<file path="config.mk">
export PLATFORM = sky130hd
export DESIGN_NAME = onehot_encoder_8_to_3_seq
export DESIGN_NICKNAME = d
export VERILOG_FILES = /design/src/rtl/onehot_encoder_8_to_3_seq.sv
export SDC_FILE = /design/constraint.sdc
export NUM_CORES = 1
export LEC_CHECK = 0
export BUFFER_PORTS_ARGS = -buffer_cell sky130_fd_sc_hd__clkbuf_2
export CAP_MARGIN = 25
export CORE_MARGIN = 2
export CORE_UTILIZATION = 35
export CTS_CLUSTER_DIAMETER = 120
export DETAILED_ROUTE_END_ITERATION = 7
export PLACE_DENSITY_LB_ADDON = 0.15
export SLEW_MARGIN = 20
export SYNTH_ARGS = -nofsm -noshare
export SYNTH_HDL_FRONTEND = slang
export SYNTH_SLANG_ARGS = --single-unit
</file>
<file path="constraint.sdc">
create_clock -name clk -period 5 [get_ports clk]
set_input_delay 0 -clock clk [delete_from_list [all_inputs] [get_ports clk]]
set_output_delay 0 -clock clk [all_outputs]
set_load 0.01 [all_outputs]
</file>
<file path="src/rtl/onehot_encoder_8_to_3_seq.sv">
// Serialises the set bits of in_vec into binary indices, lowest first (highest first with ENC_MSB_FIRST_EN).
// First index valid the cycle after acceptance, one index per beat; out_ready stall holds the index and in_ready stays low.
module onehot_encoder_8_to_3_seq #(
   parameter int N = 8
) (
   input  logic                 clk,
   input  logic                 rst,
   input  logic                 in_valid,
   output logic                 in_ready,
   input  logic [N-1:0]         in_vec,
   output logic                 out_valid,
   input  logic                 out_ready,
   output logic [$clog2(N)-1:0] out_idx,
   output logic                 out_last,
   output logic                 zero_seen
);

   localparam int W = $clog2(N);
   localparam logic [0:0] IDLE = 1'b0;
   localparam logic [0:0] EMIT = 1'b1;
   localparam logic [N-1:0] ONE = {{(N-1){1'b0}}, 1'b1};

   logic [0:0]   state;
   logic [N-1:0] pend;
   logic [W-1:0] sel;
   logic         single;

   // Loop order makes the last match win, giving the priority end of the scan.
   always_comb begin
      sel = '0;
`ifdef ENC_MSB_FIRST_EN
      for (int i = 0; i < N; i++) begin
         if (pend[i]) sel = W'(i);
      end
`else
      for (int i = N - 1; i >= 0; i--) begin
         if (pend[i]) sel = W'(i);
      end
`endif
   end

   assign single    = (pend != '0) && ((pend & (pend - ONE)) == '0);
   assign out_valid = (state == EMIT);
   assign out_idx   = (state == EMIT) ? sel : '0;
   assign out_last  = (state == EMIT) && single;

   // in_ready is registered so it stays low through reset and rises one cycle after it.
   always_ff @(posedge clk) begin
      if (rst) begin
         state     <= IDLE;
         pend      <= '0;
         zero_seen <= 1'b0;
         in_ready  <= 1'b0;
      end else begin
         zero_seen <= 1'b0;
         case (state)
            IDLE: begin
               in_ready <= 1'b1;
               if (in_valid && in_ready) begin
                  if (in_vec != '0) begin
                     pend     <= in_vec;
                     state    <= EMIT;
                     in_ready <= 1'b0;
                  end else begin
                     zero_seen <= 1'b1;
                  end
               end
            end
            EMIT: begin
               if (out_ready) begin
                  pend <= pend & ~(ONE << sel);
                  if (single) begin
                     state    <= IDLE;
                     in_ready <= 1'b1;
                  end
               end
            end
            default: begin
               state    <= IDLE;
               pend     <= '0;
               in_ready <= 1'b0;
            end
         endcase
      end
   end

endmodule
</file>
-- Word level (Yosys, flattened, before mapping)
Index checks and enable logic that the tools add are counted.
- div/mod/pow operators: 0
- add/sub/neg operators: 1
- magnitude comparators: 0
- reduce and logical (&&, ||, !) cells: 9
- shifts and indexed selects: 1
- bitwise logic cells: 5
- multipliers: 0
- multiplexer cells: 23
- eq/ne operators: 4
- operators by type and width (kind ; number):
    $mux 3 ; 9
    $mux 8 ; 3
    $and 8x8->8 ; 2
    $pmux 8 s2 ; 1
    $reduce_bool 8->1 ; 2
    $logic_not 8->1 ; 1
    $mux 1 ; 8
    $not 8->8 ; 1
    $shl 1x3->8 const A ; 1
    $sub 8x1->8 const B ; 1
    $ne 2x2->1 const B ; 3
    $pmux 1 s2 ; 2
    $logic_and 1x1->1 ; 3
    $reduce_and 3->1 ; 1
    $reduce_or 3->1 ; 1
    $ne 2x1->1 const B ; 1
    $not 1->1 ; 2
    $reduce_and 2->1 ; 1
- word-level logic and storage cells: 47
- output and inout bits: 7
- bits in read-only memories: 0
- memory bits (writable): 0
- register bits: 11
- latch bits: 0
- memories kept: 0
- bits of input ports: 12

-- Logic depth before layout (Yosys ltp)
- depth in word-level cells: 13
- gate-level depth with buffers: 6
- depth with buffers taken out: 5

-- Worst setup path before layout
OpenSTA, ideal clock, no wires.
- path kind: reg2reg
- start: register pend[0]
- end: register state, in the netlist out_valid
- required time: 4.868 ns
- arrival: 1.553 ns
- stages on the path, launching flop included: 6
- library setup time: 0.132 ns
- path slack: 3.315 ns
- cells stage by stage: dfxtp_1 > or4_4 > a211o_1 > a211oi_2 > a21o_1 > a21oi_1
- cells in the longest elaborated chain, start to end: 7
- ends and longest elaborated chain (item ; RTL line ; text):
    start: declaration ; 24 ; logic [N-1:0] pend;
    start signal: assignment ; 61 ; pend <= in_vec;
    start signal: assignment ; 71 ; pend <= pend & ~(ONE << sel);
    $sub 8x1->8 ; 42 ; assign single = (pend != '0) && ((pend & (pend - ONE)) == '0);
    $and 8x8->8 ; 42 ;
    $logic_not 8->1 ; 42 ;
    $logic_and 1x1->1 (*) ; 42 ;
    $mux 1 (*) ; 72 ; if (single) begin
    $mux 1 (*) ; 70 ; if (out_ready) begin
    $pmux 1 s2 (*) ; 56 ; case (state)
    end signal: assignment ; 62 ; state <= EMIT;
    end signal: assignment ; 73 ; state <= IDLE;
    end signal: assignment ; 79 ; state <= IDLE;
    end: declaration ; 23 ; logic [0:0] state;
Every way passes the cells marked *; elsewhere a longest branch is shown, timed or not.
A chain may end at the register's enable or synchronous reset.

-- Worst setup path after layout
- start: register pend[0]
- end: output out_last
- cells in the longest elaborated chain, start to end: 5
- ends and longest elaborated chain (item ; RTL line ; text):
    $sub 8x1->8 ; 42 ;
    $and 8x8->8 ; 42 ;
    $logic_not 8->1 ; 42 ;
    $logic_and 1x1->1 (*) ; 42 ;
    $logic_and 1x1->1 (*) ; 45 ; assign out_last = (state == EMIT) && single;
    end: declaration ; 14 ; output logic out_last,
Marked as above.

==> implementation parameters <==
Parameter                              Value

Status
  Outcome    finished, final reports clean

Yosys
  Most used DFF post-synth    sky130_fd_sc_hd__dfxtp_1
  Mux share of post-synthesis cell area    0
  Dominant cell type by area after synthesis    sky130_fd_sc_hd__dfxtp_1
  Dominant cells by area after synthesis    sky130_fd_sc_hd__dfxtp_1 32%, sky130_fd_sc_hd__a21oi_1 8.0%, sky130_fd_sc_hd__o21ai_0 6.6%, sky130_fd_sc_hd__nand2_1 6.0%, sky130_fd_sc_hd__nor2_1 3.8%
  Arithmetic-cell share of the synthesized area counting full adders, half adders and majority gates    0
  Simple-gate share of the synthesized area    0.275
  Synth Net Count    103
  Synth Cell Area    687 um2
  Number of synthesized flops with an enable pin    0
  Xor-xnor portion of the synthesized cell area    0
  Number of distinct library cell variants in the gate-level netlist after synthesis    33
  Synthesized-area fraction occupied by ao, oa, aoi and oai cells    0.333
  Commonest cells in the netlist    11 x sky130_fd_sc_hd__a21oi_1, 11 x sky130_fd_sc_hd__dfxtp_1, 11 x sky130_fd_sc_hd__nand2_1, 9 x sky130_fd_sc_hd__o21ai_0, 7 x sky130_fd_sc_hd__nor2_1
  Share of flip-flops with an asynchronous set or reset after synthesis    0
  Synthesized instance count    91
  Yosys top cell area share    0.321
  Synth Area per Inst    7.55 um2
  Combinational family with the most area after synthesis    compound AO/OA/AOI/OAI gates
  Number of storage elements in the synthesis netlist    11
  Post-synthesis sequential area ratio    0.321
  Number of synthesis warnings    0

Clock tree
  Longest Clk Path Bufs    2
  H-Tree Level Count    1
  Setup repair bufs after CTS    0
  Hold buffer count at CTS    8
  TritonCTS clock tree    built
  Number of sinks handled by clock tree synthesis    11
  Clock latency reported for the late side of the worst-skew pair    0.28 ns
  Number of buffers inserted during clock tree synthesis    3
  Resize count post-CTS    0
  CTS clk-pin slew, worst paths    0.07 ns
  CTS Root Buffer Type    sky130_fd_sc_hd__clkbuf_4

Routing
  Number of iterations in the first detailed-routing pass    4
  Total Wirelength    1910 um
  Residual DRC count    0
  Amount of wire on met2 after detailed routing    997 um
  Per-cell routed wire length    13.4 um
  Initial detailed-routing violation count    25
  Post-route ant nets    0
  Total via count after detailed routing    769
  Met3 WL    83 um
  Highest signal layer in the routed design    met4
  Number of vias per cell after detailed routing    5.38
  Met1 routed wirelength after detailed routing    773 um

Critical path
  Startpoint class of the critical path    flip-flop
  Data required, critical path    5.00 ns
  Cell-by-cell listing of the critical path    or4_4, a211o_1, a211oi_2, and2_2, clkbuf_2
  CP endpoint kind    primary output
  Maximum single-stage delay on the critical path    0.57 ns
  Largest fanout of any net on the critical path    8
  Cell type of the slowest stage on the worst timing path    sky130_fd_sc_hd__or4_4
  Kind of cell with the highest combined delay on the critical path    simple AND/OR/NAND/NOR gates
  Data arrival time at the worst-slack endpoint    2.05 ns
  Kind of critical path    flip-flop to primary output
  WP buf/inv    1

Place
  Gp weighted congestion    0.825
  IO Port Bufs    18
  Post-DP HPWL    1350 um
  Count of placed standard cells including taps    131

Timing
  Final worst clock skew    0.00172 ns
  Tightest Pin Transition    0.479 ns
  Part of the cycle the worst path needs    0.410
  Highest clock frequency the design can meet    488 MHz
  Shortest period the worst path allows    2.05 ns
  Unrepaired setup endpoints after global routing    no
  Number of endpoints with negative hold slack in the final report    0
  Max-slew headroom at the worst pin    0.678
  Summed negative setup slack over all endpoints    0 ns
  Number of failing setup endpoints in the final timing report    0
  Count of final max-slew check failures    0
  Post-route worst hold slack    0.000205 ns

Layout
  Count of nets after finishing    129
  Area grow syn2layout    28.1%
  Antenna diodes    0
  Share of cells above drive strength 1    0.224
  Final cell count without fillers    143

Job
  Max-cap violations    0

Power and ir drop
  Part of the total power dissipated in sequential elements    0.457
  Clock network power share    0.283
  Switching power    71.3 uW
  Combinational cell fraction of total power    0.260
  Cell Pwr Density    254 mW/mm2
  Standby leakage power    0.345 nW
  Power, Total    223 uW
  Switching fraction of total power    0.319
  Pint    152 uW
  Worst VDD drop    0.000171 V

Floorplanning
  Die Outline Area    0.00233 mm2
  Initial core utilization    0.361
  Area of the placeable core    0.00190 mm2
  Top Ports    19
  Die boundary width    48.3 um
  Row cnt    16
  Die height    48.3 um

GRT
  Via count of the first global-routing pass    770
  Pin count of the biggest net entering global routing    12
  GRT Overall Usage    0.181
  Number of antenna violations at the first check in global routing    0
  Total grt overflow    0
  First-pass GRT wire length    3310 um

Min path
  Min-Delay Path Class    input port to flip-flop
[logic make-up (layout without fill, tap and decap cells)]
group	count (synthesis)	in the layout
DFF	11	11
AOI/OAI and AO/OA	36	36
buffers and inverters	8	33
and+or+nand+nor	36	36
[through the flow]
| step | cell area (um2) | worst slack [ns] | utilization |
|---|---|---|---|
| 6_report | 880 | 2.95 | 0.463 |
| 5_1_grt | 880 | 2.88 | 0.463 |
| 4_1_cts | 880 | 2.96 | 0.463 |
| 3_5_place_dp | 773 | 3.19 | 0.407 |
| 3_3_place_gp | 773 | 3.16 | 0.407 |
| 2_1_floorplan | 687 | 3.32 | - |
[tightest hold or removal path, cell delays in order]
cell and delay [ns]:
sky130_fd_sc_hd__clkbuf_2 0.09, sky130_fd_sc_hd__nand3b_1 0.09, sky130_fd_sc_hd__nor3_1 0.05
[layout make-up]
type	count	area (um2)
fill	182	1020
multi-input combinational	72	418
sequential	11	220
timing repair buffer	26	170
tap	27	33.8
clock buffer	4	26.3
inverter	3	11.3
[cell usage in the layout (no fill, tap or decap), types with 2 or more instances in the layout]
cell type / Yosys / final
sky130_fd_sc_hd__clkbuf_2: 0 / 18
sky130_fd_sc_hd__a21oi_1: 11 / 11
sky130_fd_sc_hd__nand2_1: 11 / 11
sky130_fd_sc_hd__dfxtp_1: 11 / 11
sky130_fd_sc_hd__o21ai_0: 9 / 9
sky130_fd_sc_hd__dlygate4sd3_1: 0 / 8
sky130_fd_sc_hd__nor2_1: 7 / 7
sky130_fd_sc_hd__inv_1: 3 / 3
sky130_fd_sc_hd__nor4_1: 3 / 3
sky130_fd_sc_hd__nor3_1: 3 / 3
sky130_fd_sc_hd__a31oi_1: 3 / 3
sky130_fd_sc_hd__clkbuf_4: 0 / 3
sky130_fd_sc_hd__and3_1: 2 / 2
sky130_fd_sc_hd__a211oi_1: 2 / 2
sky130_fd_sc_hd__and2_2: 2 / 2
sky130_fd_sc_hd__o21a_1: 2 / 2
[power groups by stage]
stage	combinational, mW	sequential [mW]	clock, mW
2_1_floorplan	0.0407	0.100	0
3_3_place_gp	0.0529	0.104	0
3_5_place_dp	0.0524	0.104	0
4_1_cts	0.0577	0.102	0.0639
5_1_grt	0.0649	0.104	0.0679
6_report	0.0581	0.102	0.0632
[sequential cells by signal (all words and copies together), names as in the netlist]
register,cells
zero_seen,1
in_ready,1
out_valid,1
pend,8
[path summary, 6_finish.rpt]
path / slack (ns) / endpoint / start / cells after the start
worst max-delay path: 2.95 / out_last / pend[0] / 5
worst min-delay path: 0.0002 / zero_seen / in_valid / 3
worst max register to register: 3.17 / out_valid / pend[0] / 5
worst min register to register: 0.52 / in_ready / in_ready / 1
[metal layers]
layer,GRT usage,vias to the layer above
met1,0.197,345
li1,-,392
met5,0,-
met2,0.322,26
met3,0.0370,6
met4,0.110,0
Note: power is estimated with default switching activity, not from simulation.
